### src/rtl/fir_pkg.sv
// Shared types and constants for the FIR run sequencer.
// Holds the FSM encoding, tap geometry and reset coefficient table.
package fir_pkg;

  localparam int N_TAPS = 5;
  localparam int COEF_W = 12;

  // {c4,c3,c2,c1,c0}, tap0 in the LSBs
  localparam logic [N_TAPS*COEF_W-1:0] COEF_RST = {
    12'h652, 12'hca0, 12'h41d, 12'hc9d, 12'h25d
  };

  typedef enum logic [2:0] {
    S_IDLE,
    S_CLEAR,
    S_RUN,
    S_DRAIN,
    S_DONE
  } state_t;

endpackage

### src/rtl/fir_valid_pipe.sv
// One-bit valid shift chain with synchronous clear.
// Delays a strobe by DEPTH cycles (DEPTH >= 1).
module fir_valid_pipe #(
  parameter int DEPTH = 1
) (
  input  logic clk,
  input  logic rstn,
  input  logic clr,
  input  logic d,
  output logic q
);

  logic [DEPTH-1:0] sr_q, sr_d;

  always_comb begin
    sr_d    = sr_q;
    sr_d[0] = d;
    for (int i = 1; i < DEPTH; i++) begin
      sr_d[i] = sr_q[i-1];
    end
    if (clr) begin
      sr_d = '0;
    end
  end

  always_ff @(posedge clk or negedge rstn) begin
    if (!rstn) begin
      sr_q <= '0;
    end else begin
      sr_q <= sr_d;
    end
  end

  assign q = sr_q[DEPTH-1];

endmodule

### src/rtl/fir_sequencer.sv
// Run controller and coefficient bank for the 5-tap FIR datapath.
// Streams N_SAMPLES words memory -> filter -> memory, then pulses done.
module fir_sequencer
  import fir_pkg::*;
#(
  parameter int N_SAMPLES  = 256,
  parameter int ADDR_W     = 8,
  parameter int MEM_RD_LAT = 1,
  parameter int PIPE_LAT   = 1
) (
  input  logic                       clk,
  input  logic                       rstn,
  input  logic                       start,
  input  logic                       abort,
  input  logic                       coef_wr_en,
  input  logic [2:0]                 coef_wr_idx,
  input  logic [COEF_W-1:0]          coef_wr_data,
  output logic [N_TAPS*COEF_W-1:0]   coef_bus,
  output logic                       in_rd_en,
  output logic [ADDR_W-1:0]          in_addr,
  output logic                       fir_clr,
  output logic                       fir_en,
  output logic                       out_wr_en,
  output logic [ADDR_W-1:0]          out_addr,
  output logic                       busy,
  output logic                       done,
  output logic                       cfg_err
);

  localparam logic [ADDR_W-1:0] LAST = ADDR_W'(N_SAMPLES - 1);

  state_t state_q, state_d;
  logic [ADDR_W-1:0] in_cnt_q, in_cnt_d;
  logic [ADDR_W-1:0] out_cnt_q, out_cnt_d;
  logic [N_TAPS*COEF_W-1:0] coef_q, coef_d;
  logic cfg_err_q, cfg_err_d;
  logic idx_ok;

  assign busy   = (state_q != S_IDLE);
  assign idx_ok = (coef_wr_idx < 3'(N_TAPS));

  always_comb begin
    coef_d    = coef_q;
    cfg_err_d = 1'b0;
    if (coef_wr_en) begin
      if (busy || !idx_ok) begin
        cfg_err_d = 1'b1;
      end else begin
        for (int i = 0; i < N_TAPS; i++) begin
          if (coef_wr_idx == 3'(i)) begin
            coef_d[i*COEF_W +: COEF_W] = coef_wr_data;
          end
        end
      end
    end
  end

  always_comb begin
    state_d   = state_q;
    in_cnt_d  = in_cnt_q;
    out_cnt_d = out_cnt_q;
    fir_clr   = 1'b0;
    in_rd_en  = 1'b0;
    done      = 1'b0;
    if (out_wr_en && out_cnt_q != LAST) begin
      out_cnt_d = out_cnt_q + 1'b1;
    end
    unique case (state_q)
      S_IDLE: begin
        if (start) state_d = S_CLEAR;
      end
      S_CLEAR: begin
        fir_clr   = 1'b1;
        in_cnt_d  = '0;
        out_cnt_d = '0;
        state_d   = S_RUN;
      end
      S_RUN: begin
        in_rd_en = 1'b1;
        if (in_cnt_q == LAST) begin
          state_d = S_DRAIN;
        end else begin
          in_cnt_d = in_cnt_q + 1'b1;
        end
      end
      S_DRAIN: begin
        if (out_wr_en && out_cnt_q == LAST) state_d = S_DONE;
      end
      S_DONE: begin
        done      = 1'b1;
        in_cnt_d  = '0;
        out_cnt_d = '0;
        state_d   = S_IDLE;
      end
      default: state_d = S_IDLE;
    endcase
    // abort overrides every transition above
    if (abort) begin
      state_d   = S_IDLE;
      in_cnt_d  = '0;
      out_cnt_d = '0;
    end
  end

  always_ff @(posedge clk or negedge rstn) begin
    if (!rstn) begin
      state_q   <= S_IDLE;
      in_cnt_q  <= '0;
      out_cnt_q <= '0;
      coef_q    <= COEF_RST;
      cfg_err_q <= 1'b0;
    end else begin
      state_q   <= state_d;
      in_cnt_q  <= in_cnt_d;
      out_cnt_q <= out_cnt_d;
      coef_q    <= coef_d;
      cfg_err_q <= cfg_err_d;
    end
  end

  fir_valid_pipe #(.DEPTH(MEM_RD_LAT)) u_rd_pipe (
    .clk  (clk),
    .rstn (rstn),
    .clr  (abort),
    .d    (in_rd_en),
    .q    (fir_en)
  );

  fir_valid_pipe #(.DEPTH(PIPE_LAT)) u_wr_pipe (
    .clk  (clk),
    .rstn (rstn),
    .clr  (abort),
    .d    (fir_en),
    .q    (out_wr_en)
  );

  assign in_addr  = in_cnt_q;
  assign out_addr = out_cnt_q;
  assign coef_bus = coef_q;
  assign cfg_err  = cfg_err_q;

endmodule

### config.mk
export PLATFORM = sky130hd
export DESIGN_NAME = fir_sequencer
export DESIGN_NICKNAME = d
export VERILOG_FILES = /design/src/rtl/fir_pkg.sv /design/src/rtl/fir_valid_pipe.sv /design/src/rtl/fir_sequencer.sv
export SDC_FILE = /design/constraint.sdc
export NUM_CORES = 1
export LEC_CHECK = 0
export CAP_MARGIN = 15
export CORE_ASPECT_RATIO = 1.2
export CORE_UTILIZATION = 30
export DETAILED_ROUTE_END_ITERATION = 7
export GPL_TIMING_DRIVEN = 0
export HOLD_SLACK_MARGIN = 0.02
export PLACE_DENSITY_LB_ADDON = 0.08
export SETUP_SLACK_MARGIN = 0.02
export SYNTH_ARGS = -nofsm -noshare
export SYNTH_HDL_FRONTEND = slang
export SYNTH_SLANG_ARGS = --single-unit
### constraint.sdc
create_clock -name clk -period 2.1 [get_ports clk]
set_clock_uncertainty 0.05 [all_clocks]
set_input_delay 0.525 -clock clk [delete_from_list [all_inputs] [get_ports clk]]
set_output_delay 0.525 -clock clk [all_outputs]
set_load 0.005 [all_outputs]
Word level (Yosys, flattened, before mapping)
Index checks and enable logic that the tools add are counted.
{ "op_classes": {"mux": 18, "reduce_logical": 17, "n_lt_le_gt_ge": 1, "add_sub_neg": 2, "eq_ne": 15, "bitwise_logic": 1} }
{ "ops": {"columns": ["operator", "count"], "rows": [
  ["$mux 8", 5],
  ["$reduce_and 3->1", 6],
  ["$add 8x1->8 const B", 2],
  ["$eq 8x8->1 const B", 2],
  ["$pmux 8 s2", 1],
  ["$eq 3x2->1 const B", 4],
  ["$mux 3", 4],
  ["$ne 3x3->1 const B", 4],
  ["$pmux 3 s4", 1],
  ["$reduce_bool 3->1", 3],
  ["$ne 8x8->1 const B", 1],
  ["$mux 1", 7],
  ["$eq 3x1->1 const B", 2],
  ["$eq 3x3->1 const B", 2],
  ["$logic_not 3->1", 2],
  ["$lt 3x3->1 const B", 1],
  ["$logic_and 1x1->1", 2],
  ["$reduce_and 2->1", 1],
  ["$reduce_or 2->1", 1],
  ["$logic_not 1->1", 1],
  ["$logic_or 1x1->1", 1],
  ["$not 1->1", 1]
]} }
{ "word_totals": {"elab_cells": 65, "out_inout_bits": 83, "regBits": 82} }

Depth between registers and ports, before layout
{ "depth": {"depth_word": 5, "depth_mapped": 7, "ltp_nobuf": 5} }

Hierarchy
A second synthesis with hierarchy kept.
{ "hier_totals": {"hier_cells": 249, "area_unflattened_um2": 3585.9} }
{ "by_module_without_submodules": {"columns": ["mod", "cells_per_inst", "seq_area_each_um2", "area_per_inst_um2", "n_inst"], "rows": [
  ["fir_sequencer", 245, 2035.7, 3508.4, 1],
  ["fir_valid_pipe", 2, 25.0, 38.8, 2]
]} }

Worst setup path before layout
Ideal clock, no wire load.
{ "synth_timing": {"path_kind": "reg-to-reg", "from": "register in_cnt_q[0], in the netlist in_addr[0]", "to": "register in_cnt_q[6], in the netlist in_addr[6]", "stages_incl_launch_ff": 7, "n_path_buf": 1, "arrival_ps": 1756, "slack_ps": 216, "path_cell_list": "dfrtp_1 ha_1 and4_1 and3_1 clkbuf_1 or4_1 a21oi_1"} }
{ "synth_between": {"elab_chain_cells": 4, "elab_cells_between_ends": 7} }
{ "synth_rtl": {"columns": ["item", "line_no", "rtl"], "rows": [
  ["start, declared", "fir_sequencer.sv:33", "logic [ADDR_W-1:0] in_cnt_q, in_cnt_d;"],
  ["start signal, assigned", "fir_sequencer.sv:114", "in_cnt_q <= in_cnt_d;"],
  ["$add 8x1->8", "fir_sequencer.sv:83", "in_cnt_d = in_cnt_q + 1'b1;"],
  ["$mux 8", "fir_sequencer.sv:80", "if (in_cnt_q == LAST) begin"],
  ["$pmux 8 s2", "fir_sequencer.sv:68", "unique case (state_q)"],
  ["$mux 8", "fir_sequencer.sv:98", "if (abort) begin"]
]} }
Several ways; a longest one is shown, not always the timed one. The select of a mux whose other input is x is not followed.
A chain may end at the register's enable or synchronous reset.

Worst setup path after layout
{ "layout_timing": {"from": "input abort", "to": "register in_cnt_q[3], in the netlist in_addr[3]"} }
{ "layout_between": {"elab_chain_cells": 2, "elab_cells_between_ends": 4} }
{ "layout_rtl": {"columns": ["item", "line_no", "rtl"], "rows": [
  ["start, declared", "fir_sequencer.sv:14", "input logic abort,"],
  ["$ne 3x3->1 (no line) or $reduce_bool 3->1 (tied branches)", null, null],
  ["$reduce_and 2->1 (no line)", null, null]
]} }
Several ways; a longest one is shown, not always the timed one.

==> summary.txt <==
Post-Syn Area = 3498 µm²
GR Util met3 = 3.642%
Syn Inst Count = 262
Routed via count = 2505
I/O Buffers = 102
Number of H-tree levels = 3
Num CTS Buffers = 9
Final GP Congestion = 0.7734
Final Critical Period = 2034 ps
GRT Util Overall = 14.72%
Die area = 12100 µm²
Syn Area/Cell = 13.35 µm²
Max-Cap Viols = 0
Syn Nets = 284
Leak = 2.096 nW
Nets = 401
HP Class = in2async
Worst-path clk slew = 60 ps
I/O pins = 103
CP Launch Type = input port
Worst skew pair latency = 330 ps
Fmax = 0.4917 GHz
Tcrit/Tclk final = 96.84%
Area Growth Syn to Fin = 45.85%
CORE AREA = 11190 µm²
Final setup violation count = 0
DRC errors left = 0
CTS root buf = clkbuf_16
Fin. max-slew vios = 0
Yosys cell types = 46
Filler cells = 1072
Commonest non-fill, non-tap cell in the layout = clkdlybuf4s50_1
Pin count of the biggest net entering global routing = 45
Slew margin rel. = 63.92%
# diodes = 0
GR peak layer = met2
Commonest cells after routing, fill and taps aside = 97 x clkdlybuf4s50_1, 60 x mux2_2, 54 x dfrtp_1
M1 GR Usage = 17.75%
Initial DRC count = 41
Post-route design area = 5102 µm²
Post-DP Area = 4737 µm²
Synth Warn # = 0
Share of cells above drive strength 1 = 34.38%
Worst path required time = 2310 ps
Hold Slack = 128.0 ps
Vias in the first global route = 2625
Die height = 120.3 µm
Number of detailed-route iterations in the first pass = 6
PwrDens = 1303 nW/µm²
Hpwl dp = 5938 µm
Worst-margin pin slew = 541.3 ps
Share of flip-flops with an asynchronous set or reset = 100.0%
Critical path peak fanout = 10
Sink Count = 82
Vias per cell = 4.656
EDFF count, synth = 0
#FFs+latches synth = 82
Num rows = 42
Average wire per standard cell = 15.74 µm
Final Non-Filler Cells = 538
WL final = 8468 µm
Synth Flop Type = dfrtp_1
Number of buffers on the longest clock path = 2
Dpl cells = 519
CP Capture Type = register
Antenna violations before repair = 0
Part of the Yosys area used for sequential elements = 59.62%
Post-route ant nets = 0
First-pass GRT wire length = 13480 µm
Starting density of the core = 31.25%
GR Layer Usage met2 = 25.34%
Final setup TNS = 0 ps
Die W = 100.6 µm
Max VDD drop = 396.5 µV
Worst setup path class = in2reg
CTS tree = yes
CP arrival = 2250 ps
Global route total overflow = 0
Status = complete, no violations
Final Hold Vio Count = 0
==> sequential cells by signal, summed over array words and instances (netlist names) <==
signal       count
cfg_err          1
out_addr         8
state_q          3
u_rd_pipe.q      1
u_wr_pipe.q      1
coef_bus        60
in_addr          8
==> cells by family (layout without fill, tap and decap cells) <==
| logic type | count (synthesis) | count (layout) | share of synthesized area (%) |
|---|---|---|---|
| multiplexers | 62 | 62 | 19.89 |
| AO/OA/AOI/OAI | 35 | 35 | 6.689 |
| buffers and inverters | 18 | 140 | 2.432 |
| flip-flops | 82 | 82 | 59.62 |
| AND/OR/NAND/NOR | 59 | 59 | 9.657 |
| adder cells (fa/ha/maj) | 2 | 2 | 0.7152 |
| XOR/XNOR | 4 | 4 | 1.002 |
==> worst paths after layout <==
path / from / to / slack, ps / depth (start not counted)
min reg2reg: coef_bus[50] / coef_bus[50] / 450 / 1
max reg2reg: state_q[1] / coef_bus[44] / 100 / 7
min in group clk: coef_bus[50] / coef_bus[50] / 450 / 1
max in group asynchronous: rstn / coef_bus[9] / 1210 / 2
min: rstn / coef_bus[51] / 130 / 1
max: abort / in_addr[3] / 70 / 6
==> synth_stat cells (all sizes together), types with 3 or more instances <==
library cell	instances	share of area [%]
a21oi	7	1.0
and3	3	0.54
buf	8	1.4
clkbuf	4	0.43
dfrtp	55	39
dfstp	27	20
inv	6	0.64
mux2	60	19
nand2	4	0.43
nand2b	3	0.54
nand3	9	1.3
nand3b	3	0.64
nand4	6	1.1
nor2	14	1.5
nor2b	3	0.54
nor3	3	0.57
o21ai	10	1.4
o31ai	4	0.86
==> layer usage <==
layer	wire, µm	share of wire [%]	up-vias
li1	-	-	1189
met1	3768	44	1228
met2	4210	50	79
met3	349	4.1	9
met4	140	1.7	0
met5	0	0	-
==> power by group <==
part | internal (mW) | switching (mW) | leakage, nW | total [mW]
logic | 1.67 | 0.785 | 0.972 | 2.45
clock network | 0.893 | 0.610 | 0.141 | 1.50
registers | 2.38 | 0.307 | 0.984 | 2.69
==> metrics by stage <==
stage               worst slack [ps]  utilization [%]  total power [mW]
floorplan                      215.6                -             3.543
detailed placement            -562.5            42.32             5.132
global route                 -0.6588            45.58             7.051
global placement               -2645            42.10             5.064
CTS                           -21.09            45.36             6.744
finish                         66.31            45.58             6.648
==> timing repair <==
item | in CTS | in global routing
hold buffers | 0 | 0
buffers inserted | 3 | 1
gates resized for setup | 17 | 14
setup endpoints to repair | 23 | 21
pin swaps | 1 | 1
==> worst max-delay path, stage by stage <==
cell	delay [ps]
clkdlybuf4s50_1	470
buf_6	170
or2_2	300
a211o_1	330
or3_1	370
nand3_1	80
==> cell type report <==
| type | count | area, µm² | area share [%] |
|---|---|---|---|
| sequential | 82 | 2087 | 40.90 |
| multi-input combinational | 162 | 1359 | 26.63 |
| timing repair buffer | 107 | 1067 | 20.92 |
| clock buffer | 12 | 266.5 | 5.223 |
| tap | 154 | 192.7 | 3.776 |
| buffer | 11 | 82.58 | 1.618 |
| clock inverter | 4 | 25.02 | 0.4904 |
| inverter | 6 | 22.52 | 0.4414 |
(Power assumes the default switching activity.)
